File: src/rtl/pipe_mux_reg.sv
// rtl/pipe_mux_reg.sv - N:1 operand select with registered output, 2-entry skid buffer and flush
module pipe_mux_reg #(
    parameter int WIDTH     = 32,
    parameter int NUM_IN    = 4,
    parameter int SEL_W     = $clog2(NUM_IN),
    parameter int ERR_CNT_W = 8
) (
    input  logic                    clk,
    input  logic                    rst_n,
    input  logic [NUM_IN*WIDTH-1:0] in_data,
    input  logic [SEL_W-1:0]        sel,
    input  logic                    in_valid,
    output logic                    in_ready,
    input  logic                    flush,
    output logic [WIDTH-1:0]        out_data,
    output logic                    out_sel_err,
    output logic                    out_valid,
    input  logic                    out_ready,
    output logic [ERR_CNT_W-1:0]    err_count
);

    typedef enum logic [1:0] {
        EMPTY = 2'd0,
        ONE   = 2'd1,
        FULL  = 2'd2
    } state_t;

    localparam logic [SEL_W:0] NUM_IN_W = (SEL_W + 1)'(NUM_IN);

    state_t                 state_q, state_d;
    logic [WIDTH-1:0]       main_data_q, main_data_d;
    logic                   main_err_q, main_err_d;
    logic [WIDTH-1:0]       skid_data_q, skid_data_d;
    logic                   skid_err_q, skid_err_d;
    logic [ERR_CNT_W-1:0]   err_count_q, err_count_d;

    logic [WIDTH-1:0]       beat_data;
    logic                   beat_err;
    logic                   in_fire;
    logic                   out_fire;

    // Out-of-range selects fall back to slice 0 and are flagged on the beat.
    always_comb begin
        beat_err  = ({1'b0, sel} >= NUM_IN_W);
        beat_data = in_data[WIDTH-1:0];
        for (int k = 1; k < NUM_IN; k++) begin
            if (sel == SEL_W'(k)) begin
                beat_data = in_data[k*WIDTH +: WIDTH];
            end
        end
    end

    assign in_ready    = (state_q != FULL);
    assign out_valid   = (state_q != EMPTY);
    assign out_data    = main_data_q;
    assign out_sel_err = main_err_q;
    assign err_count   = err_count_q;

    assign in_fire  = in_valid & in_ready;
    assign out_fire = out_valid & out_ready;

    always_comb begin
        state_d     = state_q;
        main_data_d = main_data_q;
        main_err_d  = main_err_q;
        skid_data_d = skid_data_q;
        skid_err_d  = skid_err_q;
        err_count_d = err_count_q;

        unique case (state_q)
            EMPTY: begin
                if (in_fire) begin
                    state_d     = ONE;
                    main_data_d = beat_data;
                    main_err_d  = beat_err;
                end
            end
            ONE: begin
                if (in_fire && out_fire) begin
                    main_data_d = beat_data;
                    main_err_d  = beat_err;
                end else if (in_fire) begin
                    state_d     = FULL;
                    skid_data_d = beat_data;
                    skid_err_d  = beat_err;
                end else if (out_fire) begin
                    state_d = EMPTY;
                end
            end
            FULL: begin
                if (out_fire) begin
                    state_d     = ONE;
                    main_data_d = skid_data_q;
                    main_err_d  = skid_err_q;
                end
            end
            default: state_d = EMPTY;
        endcase

        // Data registers may still load here; with state EMPTY they are invisible.
        if (flush) begin
            state_d = EMPTY;
        end

        if (in_fire && beat_err && (err_count_q != {ERR_CNT_W{1'b1}})) begin
            err_count_d = err_count_q + ERR_CNT_W'(1);
        end
    end

    always_ff @(posedge clk or negedge rst_n) begin
        if (!rst_n) begin
            state_q     <= EMPTY;
            main_data_q <= '0;
            main_err_q  <= 1'b0;
            skid_data_q <= '0;
            skid_err_q  <= 1'b0;
            err_count_q <= '0;
        end else begin
            state_q     <= state_d;
            main_data_q <= main_data_d;
            main_err_q  <= main_err_d;
            skid_data_q <= skid_data_d;
            skid_err_q  <= skid_err_d;
            err_count_q <= err_count_d;
        end
    end

endmodule

File: config.mk
export PLATFORM = sky130hd
export DESIGN_NAME = pipe_mux_reg
export DESIGN_NICKNAME = d
export VERILOG_FILES = /design/src/rtl/pipe_mux_reg.sv
export SDC_FILE = /design/constraint.sdc
export NUM_CORES = 1
export LEC_CHECK = 0
export CORE_MARGIN = 5
export CORE_UTILIZATION = 45
export DETAILED_ROUTE_END_ITERATION = 7
export GPL_TIMING_DRIVEN = 0
export PLACE_DENSITY = 0.85
export RECOVER_POWER = 100
export SETUP_SLACK_MARGIN = 0.5
export SLEW_MARGIN = 5
export SYNTH_ARGS = -nofsm -noshare
export SYNTH_HDL_FRONTEND = slang
export SYNTH_SLANG_ARGS = --single-unit
File: constraint.sdc
create_clock -name clk -period 4.3 [get_ports clk]
set_input_delay 0.86 -clock clk [delete_from_list [all_inputs] [get_ports clk]]
set_output_delay 0.86 -clock clk [all_outputs]
set_load 0.005 [all_outputs]
Word-level counts from Yosys, hierarchy flattened
Cells that the tools add are included.
{ "totals": {"ff_bits": 67, "input_bits": 135, "word_cells": 45} }
{ "classes": {"n_eq_ne": 13, "muxes": 18, "n_bitwise": 3, "reduce_logical": 7} }
{ "op_table": {"columns": ["cell", "n"], "rows": [
  ["$mux W32", 6],
  ["$pmux W32 S3", 1],
  ["$mux W2", 6],
  ["$ne A3 B3 Y1 const B", 3],
  ["$ne A2 B2 Y1 const B", 4],
  ["$reduce_and A4 Y1", 2],
  ["$eq A2 B2 Y1 const B", 3],
  ["$pmux W2 S3", 1],
  ["$eq A2 B1 Y1 const B", 2],
  ["$ne A4 B4 Y1 const B", 1],
  ["$mux W1", 3],
  ["$pmux W1 S3", 1],
  ["$reduce_and A3 Y1", 1],
  ["$reduce_bool A3 Y1", 1],
  ["$and A1 B1 Y1", 2],
  ["$logic_not A2 Y1", 1],
  ["$reduce_bool A2 Y1", 1],
  ["$logic_and A1 B1 Y1", 1],
  ["$not A1 Y1", 1]
]} }

Depth between registers and ports, before layout
{ "depth": {"word_depth": 7, "mapped_depth": 5, "mapped_depth_nobuf": 3} }

Worst setup path after synthesis
No wires, ideal clock.
{ "synth_timing": {"path_type": "in2reg", "from": "input port sel[0]", "to": "register main_data_q[24], in the netlist out_data[24]", "setup_time_ns": 0.126, "arrival_ns": 1.905, "required_time_ns": 4.174, "path_slack_ns": 2.269, "path_stages": 4, "n_path_buf": 2, "path_cell_list": "buf_6 -> buf_12 -> mux4_2 -> a221o_1"} }
{ "synth_between": {"elab_chain_len": 6, "elab_cells_between_ends": 9} }
{ "synth_lines": {"columns": ["item", "line", "source"], "rows": [
  ["start, declared", "11", "input logic [SEL_W-1:0] sel,"],
  ["$eq A2 B1 Y1", "47", "if (sel == SEL_W'(k)) begin"],
  ["$mux W32 (2 in a row)", "47", null],
  ["$mux W32 *", "47", null],
  ["$mux W32, on equally long branches", "79, 72", null],
  ["$pmux W32 S3 *", "70", "unique case (state_q)"],
  ["end signal, assigned", "120", "main_data_q <= main_data_d;"],
  ["end, declared", "31", "logic [WIDTH-1:0] main_data_q, main_data_d;"]
]} }
Every way passes the cells marked *; elsewhere a longest branch is shown, timed or not. The select of a mux whose other input is x is not followed.
A chain may end at the register's enable or synchronous reset.

Worst setup path after layout
{ "layout_timing": {"from": "register state_q[0]", "to": "output port in_ready"} }
{ "layout_between": {"elab_chain_len": 1} }
{ "layout_lines": {"columns": ["item", "line", "source"], "rows": [
  ["start, declared", "30", "state_t state_q, state_d;"],
  ["start signal, assigned", "119", "state_q <= state_d;"],
  ["$ne A2 B2 Y1", "53", "assign in_ready = (state_q != FULL);"],
  ["end, declared", "13", "output logic in_ready,"]
]} }
No other way between the ends.

==> metrics.md <==
| Metric | Value |
|---|---|
| Status | finished, violations left |
| Failing checks | capacitance limit, slew limit |
| WHS Path Cells | 1 |
| CTS tree | done |
| H-tree Lvls | 3 |
| Unique cell type count in the Yosys netlist | 25 |
| Post_cts resized | 0 |
| Worst r2r src | state_q[1]$_DFFE_PN0P_ |
| Worst Hold Class | reg -> reg |
| Top cells by count, synth | dfrtp_1 (66), a221o_1 (32), and4b_1 (32), mux2_2 (32), mux4_2 (30) |
| Die X-Extent | 101 µm |
| Setup slack, reg-to-reg | 2280 ps |
| Vias | 3,112 |
| Iteration-0 DRC count of the detailed router | between 100 and 150 |
| DRT Pass-1 Iters | 5 |
| Drt drc | 0 |
| Final min period | 3040 ps |
| Initial antenna violation count | 0 |
| Fin crit share | just over 70% |
| Setup TNS | 0 ps |
| Skew-Pair Late Insertion Delay | between 300 and 400 ps |
| Post-route design area | 5740 µm² |
| Top-count cell post-synth | dfrtp_1 |
| Final #Nets | 571 |
| Max Cap Viol | 1 |
| Number of flops mapped to enable cells by yosys | 0 |
| Die Height | between 100 and 150 µm |
| Post-Synthesis Cells | 250 |
| Diode count | 0 |
| Leak | 0.00240 µW |
| Drt total wl | 10,800 µm |
| Clk slew on worst S/H paths | 70 ps |
| Slew @ Worst Pin | 1640 ps |
| Worst slew margin | -9.08% |
| Met1 wire length | approximately 4200 µm |
| CTS Buffer Depth | 2 |
| Synthesized flop and latch total | 66 |
| Port bufs | 167 |
| Met2 Routed Length | 5570 µm |
| Most area-consuming cells after synthesis | dfrtp_1 (44%), mux4_2 (18%), mux2_2 (9.6%) |
| Slew Limit Fails | 67 |
| Core Box Area | just over 8000 µm² |
| Synth top area share | between 40 and 50% |
| Maximum VDD drop | 133 µV |
| Hold-fix buffers at CTS | 0 |
| Initial Util | between 40% and 50% |
| Largest net degree at the start of global routing | 67 |
| Worst clock skew | 11.3 ps |
| Fmax | 329 MHz |
| Vias per cell | 5.71 |
| Final Hold Viols | 0 |
| Register area share after synthesis | about 44% |
| Worst Reg-to-Reg Cells | 5 |
| Ports | 178 |
| Synth warnings | 0 |
| Max FO, Critical Path | 10 |
| Grt ovf | 0 |
| Max layer used | met4 |
| Post-Syn Area per Cell | 14.9 µm² |
| RSZ-0062 raised after global routing | false |
| Setup bufs post-CTS | 0 |
| Met3 routed WL | between 800 and 900 µm |
| DPL Wire Length | 8500 µm |
| Routability cong. | 0.748 |
| Path type of the worst setup path | reg -> out |
| Power per Cell Area | around 330 nW/µm² |
| Die Area | 10,200 µm² |
| Share of cells above drive strength 1 | 21.6% |
| Crit start category | register |
| CP arrival | 2180 ps |
| FFs w/ async S/R, synth | 100% |
| GRT Total Usage | 21.4% |
| Root Driver | clkbuf_8 |
| Layout area overhead | 53.6% |
| Layout Utilization | 70.5% |
| Top_reg_cell synth | dfrtp_1 |
| Crit end category | output pin |
| Vias in the first global route | between 3,000 and 4,000 |
| Routed length per instance | 19.8 µm |
| Number of buffers created by CTS | 9 |
| Worst endpoint required time | roughly 3400 ps |
| Worst Hold End | skid_data_q[10]$_DFFE_PN0P_ |
| Clk sinks | 66 |
| Antenna-violating nets left | 0 |
| FP Rows | 33 |
| Mapped Area | 3730 µm² |
| Worst Hold Launch | skid_data_q[10]$_DFFE_PN0P_ |
| Setup violators final | 0 |
| RR Endpoint | out_data[22]$_DFFE_PN0P_ |
| First-pass GRT wire length | 17,000 µm |
| Hold_ws | 500 ps |
| DP Area | 5570 µm² |
| Biggest area consumer among synthesized cells | dfrtp_1 |
-- cell type report --
type | count | area [µm²]
repair buffers | 167 | 1670
fillers | 595 | 2400
plain buffers | 38 | 236
well taps | 105 | 131
clock inverters | 3 | 40.0
multi-input cells | 154 | 1870
flip-flops and latches | 66 | 1650
clock buffers | 12 | 145
-- cells by family after synthesis --
family | Yosys count | synth area share [%]
DFF | 66 | 44.2
muxes | 64 | 29.1
and+or+nand+nor | 44 | 10.5
buffers and inverters | 38 | 6.53
AOI/OAI and AO/OA | 37 | 9.55
other | 1 | 0.100
-- cells in the final DEF (no fill, tap or decap), types with 9 or more instances in the layout --
master,Yosys,routed
and4b_1,32,32
a221o_1,32,32
conb_1,1,9
mux2_2,32,32
clkbuf_8,0,10
dfrtp_1,66,66
mux4_2,30,30
clkbuf_1,12,23
buf_4,9,9
dlygate4sd3_1,0,36
clkdlybuf4s50_1,0,130
-- worst max-delay path: stages (launching register included) --
cell and delay, ps:
dfrtp_1 370, clkbuf_1 330, clkbuf_1 350, nand2b_1 200
dlygate4sd3_1 590
-- power breakdown --
group / switching [µW] / internal (µW) / total (µW)
registers: 74.7 / 772 / 847
clock network: 221 / 279 / 500
logic: 177 / 362 / 539
-- per-stage QoR --
step / instances / worst slack (ps) / power (µW)
CTS: 545 / 1300 / 1920
global route: 545 / 1110 / 1980
detailed placement: 530 / 1420 / 1430
global placement: 530 / 258 / 1400
finish: 545 / 1260 / 1890
floorplan: 258 / 2270 / 1110
-- sequential cells by signal, summed over array words and instances (netlist names) --
| name | count |
|---|---|
| skid_data_q | 32 |
| out_data | 32 |
| state_q | 2 |
-- layer usage --
layer	track usage, %	up-vias
met5	0	-
met3	4.78	19
met4	6.65	0
li1	-	1395
met2	37.9	138
met1	26.1	1560
-- worst max-delay path by stage --
stage | from | endpoint | slack (ps)
3_5_place_dp | sel[1] | out_data[1]$_DFFE_PN0P_ | 1420
2_1_floorplan | sel[0] | out_data[24]$_DFFE_PN0P_ | 2270
5_1_grt | state_q[0]$_DFFE_PN0P_ | in_ready | 1110
6_report | state_q[0]$_DFFE_PN0P_ | in_ready | 1260
3_3_place_gp | rst_n | skid_data_q[11]$_DFFE_PN0P_ | 260
4_1_cts | state_q[0]$_DFFE_PN0P_ | in_ready | 1300
(Power assumes the default switching activity.)
